==> config.mk <==
export PLATFORM = sky130hd
export DESIGN_NAME = wb_port_arbiter
export DESIGN_NICKNAME = d
export VERILOG_FILES = /design/src/rtl/wb_port_arbiter.sv
export SDC_FILE = /design/constraint.sdc
export NUM_CORES = 1
export LEC_CHECK = 0
export BUFFER_PORTS_ARGS = -buffer_cell sky130_fd_sc_hd__buf_2
export CAP_MARGIN = 20
export CORE_MARGIN = 2
export CORE_UTILIZATION = 58
export DETAILED_ROUTE_END_ITERATION = 8
export MAX_ROUTING_LAYER = met4
export PLACE_DENSITY_LB_ADDON = 0.12
export SYNTH_ARGS = -nofsm -noshare
export SYNTH_HDL_FRONTEND = slang
export SYNTH_SLANG_ARGS = --single-unit
==> constraint.sdc <==
create_clock -name clk -period 4.6 [get_ports clk]
set_input_delay 0.46 -clock clk [delete_from_list [all_inputs] [get_ports clk]]
set_output_delay 0.46 -clock clk [all_outputs]
set_load 0.005 [all_outputs]
==> src/rtl/wb_port_arbiter.sv <==
// Register-file write-port arbiter: ALU writeback has priority, colliding multiplier
// results are buffered and drained in idle ALU slots, with a starvation-forced drain.
module wb_port_arbiter #(
    parameter int unsigned XLEN           = 32,
    parameter int unsigned REG_BITS       = 5,
    parameter int unsigned MUL_FIFO_DEPTH = 2,
    parameter int unsigned MAX_WAIT       = 4
) (
    input  logic                     clk,
    input  logic                     reset,
    input  logic                     alu_valid_in,
    input  logic                     alu_reg_write_in,
    input  logic [REG_BITS-1:0]      alu_rd_in,
    input  logic [XLEN-1:0]          alu_data_in,
    output logic                     alu_stall_out,
    input  logic                     mul_valid_in,
    input  logic [REG_BITS-1:0]      mul_rd_in,
    input  logic [XLEN-1:0]          mul_data_in,
    output logic                     mul_ready_out,
    output logic                     rf_we_out,
    output logic [REG_BITS-1:0]      rf_rd_out,
    output logic [XLEN-1:0]          rf_data_out,
    output logic [(2**REG_BITS)-1:0] mul_pending_out
);

    localparam int unsigned PTR_W  = $clog2(MUL_FIFO_DEPTH);
    localparam int unsigned CNT_W  = $clog2(MUL_FIFO_DEPTH + 1);
    localparam int unsigned WAIT_W = $clog2(MAX_WAIT + 1);

    localparam logic [CNT_W-1:0]  DEPTH_C = CNT_W'(MUL_FIFO_DEPTH);
    localparam logic [WAIT_W-1:0] MAX_C   = WAIT_W'(MAX_WAIT);

    localparam logic [0:0] ST_NORMAL = 1'b0;
    localparam logic [0:0] ST_FORCE  = 1'b1;

    logic [0:0]          state_q, state_d;
    logic [WAIT_W-1:0]   wait_q, wait_d;
    logic [CNT_W-1:0]    count_q;
    logic [PTR_W-1:0]    wr_ptr_q, rd_ptr_q;
    logic [REG_BITS-1:0] fifo_rd   [MUL_FIFO_DEPTH];
    logic [XLEN-1:0]     fifo_data [MUL_FIFO_DEPTH];

    logic                fifo_empty;
    logic                alu_req, mul_req;
    logic                grant, push, pop;
    logic [REG_BITS-1:0] grant_rd;
    logic [XLEN-1:0]     grant_data;
    logic [PTR_W-1:0]    slot_off;

    assign fifo_empty    = (count_q == '0);
    assign mul_ready_out = ~reset & (count_q < DEPTH_C);
    assign alu_stall_out = (state_q == ST_FORCE);
    assign alu_req       = alu_valid_in & alu_reg_write_in & (alu_rd_in != '0);
    // rd==0 results are accepted (ready handshake) but never stored or written
    assign mul_req       = mul_valid_in & mul_ready_out & (mul_rd_in != '0);

    // NORMAL and FORCE share the drain/bypass path; FORCE only masks the ALU request
    always_comb begin
        grant      = 1'b0;
        grant_rd   = '0;
        grant_data = '0;
        push       = 1'b0;
        pop        = 1'b0;
        if (alu_req && state_q == ST_NORMAL) begin
            grant      = 1'b1;
            grant_rd   = alu_rd_in;
            grant_data = alu_data_in;
            push       = mul_req;
        end else if (!fifo_empty) begin
            grant      = 1'b1;
            grant_rd   = fifo_rd[rd_ptr_q];
            grant_data = fifo_data[rd_ptr_q];
            pop        = 1'b1;
            push       = mul_req;
        end else if (mul_req) begin
            grant      = 1'b1;
            grant_rd   = mul_rd_in;
            grant_data = mul_data_in;
        end
    end

    always_comb begin
        wait_d  = '0;
        state_d = ST_NORMAL;
        if (!fifo_empty && !pop && state_q == ST_NORMAL)
            wait_d = (wait_q == MAX_C) ? wait_q : wait_q + 1'b1;
        if (state_q == ST_NORMAL && wait_d == MAX_C)
            state_d = ST_FORCE;
    end

    always_ff @(posedge clk) begin
        if (reset) begin
            state_q     <= ST_NORMAL;
            wait_q      <= '0;
            count_q     <= '0;
            wr_ptr_q    <= '0;
            rd_ptr_q    <= '0;
            rf_we_out   <= 1'b0;
            rf_rd_out   <= '0;
            rf_data_out <= '0;
        end else begin
            state_q   <= state_d;
            wait_q    <= wait_d;
            rf_we_out <= grant;
            if (grant) begin
                rf_rd_out   <= grant_rd;
                rf_data_out <= grant_data;
            end
            if (push)
                wr_ptr_q <= wr_ptr_q + 1'b1;
            if (pop)
                rd_ptr_q <= rd_ptr_q + 1'b1;
            if (push && !pop)
                count_q <= count_q + 1'b1;
            else if (pop && !push)
                count_q <= count_q - 1'b1;
        end
    end

    always_ff @(posedge clk) begin
        if (push) begin
            fifo_rd[wr_ptr_q]   <= mul_rd_in;
            fifo_data[wr_ptr_q] <= mul_data_in;
        end
    end

    // A slot is live when its distance from the read pointer is below the count
    always_comb begin
        mul_pending_out = '0;
        slot_off        = '0;
        for (int unsigned i = 0; i < MUL_FIFO_DEPTH; i++) begin
            slot_off = PTR_W'(i) - rd_ptr_q;
            if ({1'b0, slot_off} < count_q)
                mul_pending_out[fifo_rd[i]] = 1'b1;
        end
        mul_pending_out[0] = 1'b0;
    end

    a_mul_protocol: assert property (@(posedge clk) disable iff (reset)
        !(mul_valid_in && !mul_ready_out));

endmodule

==> impl_metrics.json, run 1 <==
{
  "wl_per_cell_um": 18.9,
  "leakage_nw": 2.74,
  "grt_pass1_vias": 4626,
  "rr_startpoint": "count_q[1]",
  "final_cell_mix": "149 x buf_2, 74 x edfxtp_1, 70 x nand2_1",
  "worstPathRequired_ns": 4.85,
  "cp.arrival_ns": 3.09,
  "synth_edf_count": 74,
  "cp-startpoint": "count_q[1]",
  "timing.setup.tns_ns": 0,
  "die_h_um": 105,
  "cts_made_buffers": 17,
  "root_buffer": "clkbuf_8",
  "end_kind": "flop",
  "ios": 151,
  "reg2reg_depth": 5,
  "post_cts_buffers": 0,
  "holdCritStartpoint": "mul_data_in[30]",
  "grt_overflow": 0,
  "synth-xor-area-share_pct": 0.294,
  "drive_gt1_share_pct": 42.3,
  "startpoint_type": "flop",
  "rsz0062_at_grt": "no",
  "final_common_cell": "buf_2",
  "ff2ff_setup_slack_ns": 1.76,
  "path_max_fanout": 23,
  "grt_antenna_before_repair": 1,
  "postSynthAreaPerCell_um2": 11.9,
  "ctsHoldBuffers": 0,
  "drtIter0Drc": 328,
  "drtPass1Iterations": 5,
  "power_mw": 4.18,
  "drc": 0,
  "vias": 4715,
  "synth-simple-area-share_pct": 16.0,
  "htreeDepth": 4,
  "hold_violations": 0,
  "gp_congestion": 0.903,
  "dp_hpwl_um": 9280,
  "synth_cells": 499,
  "grt_max_degree": 49,
  "grt_pass1_wl_um": 23300,
  "synth.distinct_cells": 52,
  "synth_fp_nets": 581,
  "r2r-end": "fifo_data[0][21]",
  "areaGrowthSynthToFinish_pct": 22.9,
  "port_buffers": 149,
  "ant_nets": 0,
  "async_reset_ff_share_pct": 0,
  "yosys.area_share.adder_pct": 0.631,
  "cts.repair.resized": 0,
  "cts.clk_slew.worst_paths_ns": 0.06,
  "die-area_um2": 11100,
  "start_util_pct": 60.3,
  "core_area_um2": 9860,
  "ys.flop_type": "edfxtp_1",
  "synth_top_family_by_area": "compound AO/OA/AOI/OAI gates",
  "rows": 36,
  "status": "finished, final reports clean",
  "finalCriticalPeriod_ns": 2.84,
  "fp.dieW_um": 105,
  "synth-compound-area-share_pct": 19.1,
  "worst-setup-path-type": "flop to flop",
  "cts_tree": "done",
  "fill_cells": 705,
  "drv_slew": 0,
  "max_slew_margin_pct": 31.9,
  "setup_viol": 0,
  "grt_usage_pct": 27.6,
  "finish.net_count": 710,
  "hp-class": "input pin to flop",
  "p_per_area_nw_per_um2": 572,
  "synth_mux_area_share_pct": 6.52,
  "yosysWarnings": 0,
  "via_per_inst": 6.08,
  "synth.ff_latch_count": 121,
  "cap_violations": 0,
  "clkLatencyLatePin_ns": 0.53,
  "clk_path_buf_depth": 2,
  "synth_seq_area_share_pct": 53.1,
  "min_period_over_period_pct": 61.6,
  "min_to": "fifo_data[1][30]",
  "max_freq_mhz": 353,
  "peakVddDrop_mv": 0.355,
  "fin_skew_ns": 0.00641,
  "worstMarginPinSlew_ns": 1.02,
  "hold_depth": 1,
  "utilization_pct": 74.2,
  "syn-cell-area_um2": 5950,
  "drt_wl_total_um": 14700,
  "clock_sinks": 121
}
critical path: stages (launching register included):
cell and delay [ns]:
dfxtp_1 0.41, nor2_1 0.72, a22o_2 0.39, or3_1 0.16, clkinv_1 0.43, buf_4 0.43
cell type report:
class	count	area [um^2]	area share (%)
clock inverter	11	115	1.57
antenna	1	2.50	0.0342
clock buffer	21	493	6.74
multi-input combinational	329	2550	34.9
inverter	3	11.3	0.154
timing repair buffer	156	811	11.1
tap	133	166	2.28
sequential	121	3160	43.3
state kept, by name, indices dropped and copies added (netlist names), named ones only:
name / count
fifo_data: 64
rf_data_out: 32
fifo_rd: 10
rf_rd_out: 5
wait_q: 3
count_q: 2
alu_stall_out: 1
rd_ptr_q: 1
rf_we_out: 1
wr_ptr_q: 1
cells in the mapped netlist (all sizes together), types with 2 or more instances:
cell      n  area [um^2]
ha        3         37.5
a211oi    3         22.5
nand2    71          274
a22oi     3         36.3
inv       3         11.3
o211ai   32          254
or3       7         43.8
o2bb2ai   2         17.5
nor2     14         52.6
mux2      6         67.6
nor4b     3         32.5
or3b      7         61.3
mux2i    32          320
a21oi    10         50.1
o21ai     4         20.0
dfxtp    47          941
nand3     4         20.0
xor2      2         17.5
clkbuf   24         91.3
o32ai     2         17.5
buf      22          148
nand3b    9         80.1
a221oi    2         17.5
o22ai    31          194
nand2b    2         12.5
a311oi   30          438
nor3     35          325
edfxtp   74         2220
o221ai    3         26.3
o211a     2         20.0
power by group:
group	internal (mW)	switching (mW)
combinational	0.568	0.802
clock	0.862	0.468
sequential	1.34	0.139
cells by family after synthesis:
logic type / after synthesis
multiplexers: 38
flip-flops: 121
other: 1
adder cells (fa/ha/maj): 3
buffers and inverters: 49
AO/OA/AOI/OAI: 127
AND/OR/NAND/NOR: 158
XOR/XNOR: 2
stage by stage:
step | hold WS [ns] | instance area (um^2) | instances | setup WS (ns)
after CTS | 0.128 | 7290 | 773 | 1.79
after floorplan | 0.458 | 5950 | 499 | 2.00
after detailed placement | 0.469 | 6680 | 741 | 1.79
final | 0.142 | 7310 | 775 | 1.76
after global routing | 0.125 | 7310 | 775 | 1.61
after global placement | 0.461 | 6680 | 741 | 1.84
worst max-delay path by stage:
stage / to / slack, ns / depth (start not counted)
2_1_floorplan: fifo_data[1][0] / 2.00 / 5
3_3_place_gp: fifo_data[0][6] / 1.84 / 6
3_5_place_dp: fifo_data[0][6] / 1.79 / 6
4_1_cts: fifo_data[0][3] / 1.79 / 5
5_1_grt: fifo_data[0][31] / 1.61 / 5
6_report: fifo_data[0][21] / 1.76 / 5
metal layers:
layer  up-vias  part of all wire, %  track usage [%]
met3        32                  7.5             6.99
met5         -                    0                -
met2       225                   48             45.3
li1       2202                    -                -
met1      2256                   43             34.0
met4         0                  1.3             7.90
(Power assumes the default switching activity.)
==> run 2, diff against run 1 <==
- CORE_UTILIZATION: 58 -> 48
- clock period: 4.6 -> 2.45 ns (I/O delays scaled with it)
==> run 2 against run 1 <==
Global-route usage fell by 3.7 points; register-to-register slack got worse by 1.6 ns; die area is 20% higher; first-iteration DRC count shrank 5.8%; non-clock buffer count rose by 7; via count down 2.9%; power increased by 90%; worst setup slack lost 1.6 ns; critical endpoint is now mul_pending_out[2]; largest cell class unchanged; highest routed layer unchanged.
==> impl_metrics.json, run 2 (synthesis results as in run 1) <==
{
  "drtPass1Iterations": 5,
  "holdCritStartpoint": "mul_data_in[8]",
  "p_per_area_nw_per_um2": 1070,
  "areaGrowthSynthToFinish_pct": 24.4,
  "num_antenna_cells": 0,
  "setup_viol": 0,
  "peakVddDrop_mv": 0.517,
  "status": "finished, final reports clean",
  "fin_skew_ns": 0.0109,
  "dp_hpwl_um": 9880,
  "end_kind": "output pin",
  "fill_cells": 988,
  "ios": 151,
  "drt_wl_total_um": 14800,
  "hold_violations": 0,
  "rr_startpoint": "count_q[1]",
  "gp_congestion": 0.836,
  "drc": 0,
  "fin_cells": 816,
  "htreeDepth": 4,
  "cts_made_buffers": 17,
  "grt_pass1_vias": 4569,
  "power_mw": 7.92,
  "drtIter0Drc": 309,
  "crit_chain": "nor2b_1 > nor2_1 > or3b_2 > o22ai_1 > buf_2",
  "place_ws_ns": 0.0971,
  "cp-startpoint": "count_q[0]",
  "critPathSlowestCell": "or3b_2",
  "cts_tree": "done",
  "wl_per_cell_um": 18.2,
  "grt_max_degree": 48,
  "worstPathRequired_ns": 2.20,
  "startpoint_type": "flop",
  "max_freq_mhz": 432,
  "worst-setup-path-type": "flop to output pin",
  "finalWorstSetupSlack_ns": 0.138,
  "final_common_cell": "buf_2",
  "dp.cells": 784,
  "regArea_um2": 3170,
  "cp_top_family": "simple AND/OR/NAND/NOR gates",
  "timing.setup.tns_ns": 0,
  "die-area_um2": 13300,
  "rsz0062_at_grt": "no",
  "final_cell_mix": "149 x buf_2, 74 x edfxtp_1, 70 x nand2_1",
  "leakage_nw": 2.78,
  "vias": 4576,
  "finalCriticalPeriod_ns": 2.31,
  "hp-class": "input pin to flop",
  "root_buffer": "clkbuf_16",
  "drv_slew": 0,
  "die_h_um": 115,
  "grt_antenna_before_repair": 0,
  "finish.net_count": 717,
  "cp_slowest_stage_delay_ns": 0.58,
  "grt_overflow": 0,
  "cp.arrival_ns": 2.07,
  "cap_violations": 0,
  "cp_num_buf_inv": 1,
  "ant_nets": 0,
  "fp.dieW_um": 115,
  "cts.clk_slew.worst_paths_ns": 0.06,
  "clock_sinks": 121,
  "min_period_over_period_pct": 94.4,
  "port_buffers": 149,
  "top_register": "fifo_data",
  "core_area_um2": 12100,
  "largest_reg_flops": 64,
  "multiInputGateArea_um2": 2550,
  "path_max_fanout": 8,
  "clk_path_buf_depth": 2,
  "via_per_inst": 5.61,
  "grt_pass1_wl_um": 23700,
  "max_slew_margin_pct": 37.0,
  "grt_usage_pct": 23.9,
  "worstMarginPinSlew_ns": 0.945,
  "clkLatencyLatePin_ns": 0.41,
  "start_util_pct": 49.3,
  "top_regs": "fifo_data (64), rf_data_out (32), fifo_rd (10)",
  "rows": 40,
  "drive_gt1_share_pct": 42.6
}
## run 2: changes by cell type in the layout (fill, tap and decap cells not counted), moves of 2 or more
cell        change
clkbuf_8        +2
buf_4           +8
clkinv_2        -3
clkinvlp_4      -4
clkbuf_1        +4
## run 2: metal layers
| layer | GRT usage (%) | share of wire [%] |
|---|---|---|
| met5 | - | 0 |
| met3 | 5.54 | 5.7 |
| met2 | 38.1 | 49 |
| met1 | 30.7 | 45 |
| met4 | 6.99 | 0.92 |
## run 2: where the power goes
| group | switching (mW) | leakage, nW | internal (mW) |
|---|---|---|---|
| sequential | 0.246 | 1.06 | 2.52 |
| clock | 0.847 | 0.302 | 1.70 |
| combinational | 1.51 | 1.42 | 1.10 |
## run 2: worst paths after layout
path,end,slack (ns),cells past startpoint
worst max register to register,fifo_data[0][1],0.17,4
worst min register to register,alu_stall_out,0.49,1
worst min-delay path,fifo_data[0][8],0.04,1
worst max-delay path,mul_pending_out[2],0.14,5
## run 2: stage by stage
stage / hold slack (ns) / utilization, % / cell area (um^2)
final: 0.0388 / 61.4 / 7410
after global routing: 0.0323 / 61.4 / 7410
after CTS: 0.0238 / 61.4 / 7400
after detailed placement: 0.454 / 56.3 / 6790
after global placement: 0.450 / 56.3 / 6790
after floorplan: 0.344 / - / 5950
## run 2: layout make-up
class / instances / area share [%]
Clock buffer: 27 / 7.23
Inverter: 3 / 0.169
Multi-Input combinational cell: 329 / 34.4
Tap cell: 168 / 2.84
Sequential cell: 121 / 42.7
Timing Repair Buffer: 163 / 11.5
Clock inverter: 5 / 1.08
## run 2: worst reg2reg max path: cells and delay by family (launching register included)
kind                   cells  cell delay, ns
buffers and inverters      1            0.55
flip-flops                 1            0.41
AND/OR/NAND/NOR            2            0.62
AO/OA/AOI/OAI              1            0.22
## run 2: repair_timing
item / CTS / global route
hold buffers: 0 / 0
setup endpoints to repair: 0 / 53
setup buffers: 0 / 0
gates resized for setup: 0 / 2
